<file path="config.mk">
export PLATFORM = sky130hd
export DESIGN_NAME = piso_serializer
export DESIGN_NICKNAME = d
export VERILOG_FILES = /design/src/rtl/piso_serializer.sv
export SDC_FILE = /design/constraint.sdc
export NUM_CORES = 1
export LEC_CHECK = 0
export CELL_PAD_IN_SITES_DETAIL_PLACEMENT = 0
export CELL_PAD_IN_SITES_GLOBAL_PLACEMENT = 1
export CORE_MARGIN = 2
export CORE_UTILIZATION = 34
export CTS_BUF_LIST = sky130_fd_sc_hd__clkbuf_4 sky130_fd_sc_hd__clkbuf_8 sky130_fd_sc_hd__clkbuf_16
export CTS_CLUSTER_DIAMETER = 60
export DETAILED_ROUTE_END_ITERATION = 8
export PLACE_DENSITY = 0.72
export SYNTH_ARGS = -nofsm -noshare
export SYNTH_HDL_FRONTEND = slang
export SYNTH_SLANG_ARGS = --single-unit
</file>
<file path="constraint.sdc">
create_clock -name clk -period 1.15 [get_ports clk]
set_input_delay 0.1725 -clock clk [delete_from_list [all_inputs] [get_ports clk]]
set_output_delay 0.1725 -clock clk [all_outputs]
set_load 0.01 [all_outputs]
</file>
<file path="src/rtl/piso_serializer.sv">
// Parallel-in / serial-out shifter with load handshake, per-frame bit order and done pulse.
// Optional trailing even-parity bit when PISO_PARITY_EN is defined.
module piso_serializer #(
  parameter int MSB = 8
) (
  input  logic           clk,
  input  logic           rst,
  input  logic [MSB-1:0] din,
  input  logic           dir,
  input  logic           load_valid,
  output logic           load_ready,
  input  logic           en,
  output logic           dout,
  output logic           dout_valid,
  output logic           done
);

  localparam int CW = (MSB > 1) ? $clog2(MSB) : 1;

  typedef enum logic [1:0] {
    IDLE   = 2'd0,
    SHIFT  = 2'd1
`ifdef PISO_PARITY_EN
    , PARITY = 2'd2
`endif
  } state_t;

  state_t         r_state;
  state_t         w_state_next;
  logic [MSB-1:0] r_shreg;
  logic [CW-1:0]  r_cnt;
  logic           r_dir;
  logic           r_done;
`ifdef PISO_PARITY_EN
  logic           r_parity;
`endif

  logic w_load;
  logic w_shift;
  logic w_last;

  always_comb begin
    // NOTE: every output of this block gets a default first, so no path leaves one unassigned (no latch).
    w_state_next = r_state;
    w_load       = 1'b0;
    w_shift      = 1'b0;
    w_last       = 1'b0;
    load_ready   = 1'b0;
    dout_valid   = 1'b0;
    dout         = 1'b0;

    case (r_state)
      IDLE: begin
        load_ready = 1'b1;
        if (load_valid) begin
          w_load       = 1'b1;
          w_state_next = SHIFT;
        end
      end

      SHIFT: begin
        dout_valid = 1'b1;
        dout       = r_dir ? r_shreg[0] : r_shreg[MSB-1];
        if (en) begin
          w_shift = 1'b1;
          if (r_cnt == CW'(MSB - 1)) begin
`ifdef PISO_PARITY_EN
            w_state_next = PARITY;
`else
            w_state_next = IDLE;
            w_last       = 1'b1;
`endif
          end
        end
      end

`ifdef PISO_PARITY_EN
      PARITY: begin
        dout_valid = 1'b1;
        dout       = r_parity;
        if (en) begin
          w_state_next = IDLE;
          w_last       = 1'b1;
        end
      end
`endif

      default: w_state_next = IDLE;
    endcase
  end

  // Reset wins over load and shift; a frame cut short by reset never raises done.
  always_ff @(posedge clk) begin
    // NOTE: state registers use non-blocking assignment so every flop samples pre-edge values.
    if (rst) begin
      r_state  <= IDLE;
      r_shreg  <= '0;
      r_cnt    <= '0;
      r_dir    <= 1'b0;
      r_done   <= 1'b0;
`ifdef PISO_PARITY_EN
      r_parity <= 1'b0;
`endif
    end else begin
      r_state <= w_state_next;
      r_done  <= w_last;
      if (w_load) begin
        r_shreg  <= din;
        r_dir    <= dir;
        r_cnt    <= '0;
`ifdef PISO_PARITY_EN
        r_parity <= ^din;
`endif
      end else if (w_shift) begin
        r_shreg <= r_dir ? {1'b0, r_shreg[MSB-1:1]} : {r_shreg[MSB-2:0], 1'b0};
        r_cnt   <= r_cnt + CW'(1);
      end
    end
  end

  assign done = r_done;

endmodule

</file>
==> impl_results.md, run 1 <==
* Status: finished with violations
* Failing checks: setup timing
* Share of cells above drive strength 1 at 0.283
* RSZ-0062 raised after global routing: yes
* Worst reg2reg path depth at 5
* First-pass GRT wire length at 2.58 mm
* DRT Pass-1 Iters at 4
* Comb pwr share at 0.224
* DIE HEIGHT at between 40 and 50 µm
* Leak Pwr at 0.438 nW
* Clock sink count at 14
* Most instantiated cells after synthesis: nand2_1, dfxtp_1, a211oi_1, a311oi_1, nor2b_1
* Utilization after layout at 0.533
* Layout Area Growth over Synthesis at 48.7%
* Sequential Power Share at 0.465
* Post-synth EDFFs at 0
* Count leader, synth: nand2_1
* Tcrit/Tclk final at 1.03
* Sequential share of the synthesized area at 0.403
* Final Hold Fails at 0
* Net Sw Frac at 0.265
* Mapped Area at slightly below 700 µm²
* TritonCTS clock tree: built
* IO buf count at 16
* Final WL at 1.62 mm
* Slew headroom at 0.834
* DIE AREA at 2420 µm²
* Cells after DPL at 129
* Reg2reg end: r_shreg[2]$_SDFFE_PP0P_
* Worst Setup SP: r_dir$_SDFFE_PP0P_
* Vias in the first global route at 592
* Vias per inst at between 4 and 5
* Mapped Nets at 94
* Hold crit path type: input pin to flip-flop
* Setup Skew at 0.880 ps
* RD Place Congestion at approximately 0.72
* Crit path time final at 1190 ps
* H-tree depth at 1
* Rows at 16
* DRC viols at 0
* Critical Path End Type: output port
* Initial Utilization at 0.358
* Max Cap Violations at 0
* Non-filler cells, final at between 100 and 150
* Top cell type's share of synthesized area at 0.403
* Setup TNS at -37.8 ps
* Final slew viol count at 0
* Dominant synthesized flop cell: dfxtp_1
* Setup Crit Path Kind: flip-flop to output port
* Flop-to-flop setup slack at 50 ps
* Psw at approximately 0.00031 W
* Final net count at ~120
* CTS Root Cell: clkbuf_4
* Initial antenna violation count at 0
* Synthesized flop and latch total at 14
* Gr usage total at 0.139
* FF-to-FF Start: r_state[0]$_SDFFE_PP0P_
* Io pins at 17
* Synth cell types at 25
* Total CTS buffers at 3
* Ys async rst share at 0
* Yosys top cell by area: dfxtp_1
* Die Width at 49.2 µm
* Final setup viols at 1
* Clock share of power at 0.312
* Worst-Skew Late Latency at between 200 and 300 ps
* Ys Warns at 0
* Pin count of the biggest net entering global routing at 18
* Worst EP arrival at 1020 ps
* Crit path to: dout
* PD cells at around 1100 nW/µm²
* Clock buffer depth at 2
* Post-Syn Area per Cell at 8.81 µm²
* Crit start category: flip-flop
* Antenna diodes at 0
* Peak VDD IR at between 600 and 700 µV
* Routed Antenna Nets at 0
* F_max at approximately 0.84 GHz
* Core area at a little under 2000 µm²
* Worst-path maximum fanout at 2
* Routed wire length per instance at 12.2 µm
* Worst-path clk slew at ~90 ps
* Area contributors post-synth: dfxtp_1, nand2_1, a311oi_1
* Routed vias at 664
* Slew @ Worst Pin at between 200 and 250 ps
* Post-DP HPWL at 1.11 mm
* Setup ws final at -37.8 ps
* Synth Instances at 79
* P_int at 0.000856 W
* Critical Path RT at 980 ps
* Postcts setup bufs at 0
* DRT iter0 DRCs at 5
* Total gr overflow at 0
-- area by class of cell --
class / count / area, µm²
Fill cell: 189 / 907
Multi-Input combinational cell: 58 / 414
Clock buffer: 4 / 36.3
Timing Repair Buffer: 28 / 260
Sequential cell: 14 / 283
Inverter: 2 / 7.51
Tap cell: 27 / 33.8
-- power groups by stage --
stage	Combinational (W)	Clock, W	Sequential, W
3_5_place_dp	0.000240	0	0.000549
6_report	0.000261	0.000363	0.000541
3_3_place_gp	0.000238	0	0.000550
5_1_grt	0.000287	0.000392	0.000546
2_1_floorplan	0.000115	0	0.000550
4_1_cts	0.000240	0.000381	0.000540
-- kinds of logic after synthesis --
logic type               count (synthesis)  share of synthesized area
AO/OA/AOI/OAI                           17                      0.183
multiplexers                             4                     0.0576
adder cells (fa/ha/maj)                  2                     0.0360
buffers and inverters                    7                     0.0665
XOR/XNOR                                 1                     0.0126
AND/OR/NAND/NOR                         34                      0.241
flip-flops                              14                      0.403
-- through the flow --
step           hold slack (ps)  power, W  instance area (µm²)  setup slack, ps
2_1_floorplan              245  0.000665                  696             69.1
3_3_place_gp               480  0.000788                  953             -249
3_5_place_dp               489  0.000789                  953             -288
4_1_cts                    415   0.00116                  990            -63.4
5_1_grt                    415   0.00122                 1030             -105
6_report                   352   0.00116                 1030            -37.8
-- critical path: stages (launching register included) --
cell and delay, ps:
dfxtp_2 350, mux2i_1 200, nor2_1 50, buf_2 130
-- per-layer routing --
metal	vias to the layer above	wire length, µm	GRT usage
met2	16	767	0.221
li1	339	-	-
met3	5	99	0.0613
met4	0	25	0.0429
met5	-	0	0
met1	304	729	0.167
-- sequential cells by signal (all words and copies together), names as in the netlist --
signal / cells
done: 1
r_dir: 1
r_cnt: 3
r_state: 1
r_shreg: 8
-- repair_timing --
item,in CTS,in global routing
setup endpoints to repair,10,8
hold buffers,0,0
pin swaps,1,2
gates resized for setup,15,12
-- placed cells by master (no fill, tap or decap), drive strengths merged --
cell	count
nand3	1
clkdlybuf4s50	11
nor3	3
nor3b	1
nor2	2
dlymetal6s2s	1
mux2i	4
clkbuf	5
dfxtp	14
a31oi	1
a211oi	6
nand3b	1
dlygate4sd2	1
nand2b	1
xor2	1
nor2b	7
buf	14
inv	2
a221oi	1
a311oi	6
nand4	1
nand2	17
a21oi	3
ha	2
-- worst min-delay path by stage --
stage / start / to / cells after the start
floorplan: rst / r_shreg[1]$_SDFFE_PP0P_ / 1
global placement: r_shreg[5]$_SDFFE_PP0P_ / r_shreg[5]$_SDFFE_PP0P_ / 2
detailed placement: r_shreg[5]$_SDFFE_PP0P_ / r_shreg[5]$_SDFFE_PP0P_ / 2
CTS: dir / r_dir$_SDFFE_PP0P_ / 3
global route: dir / r_dir$_SDFFE_PP0P_ / 3
finish: load_valid / r_shreg[7]$_SDFFE_PP0P_ / 3
Power figures use the tool's default switching activity.
==> inputs of run 2 (changes only) <==
CTS_BUF_LIST = default   (was sky130_fd_sc_hd__clkbuf_4 sky130_fd_sc_hd__clkbuf_8 sky130_fd_sc_hd__clkbuf_16)
==> results of run 2 <==
Final layout, timing and power as in run 1 (identical DEF).
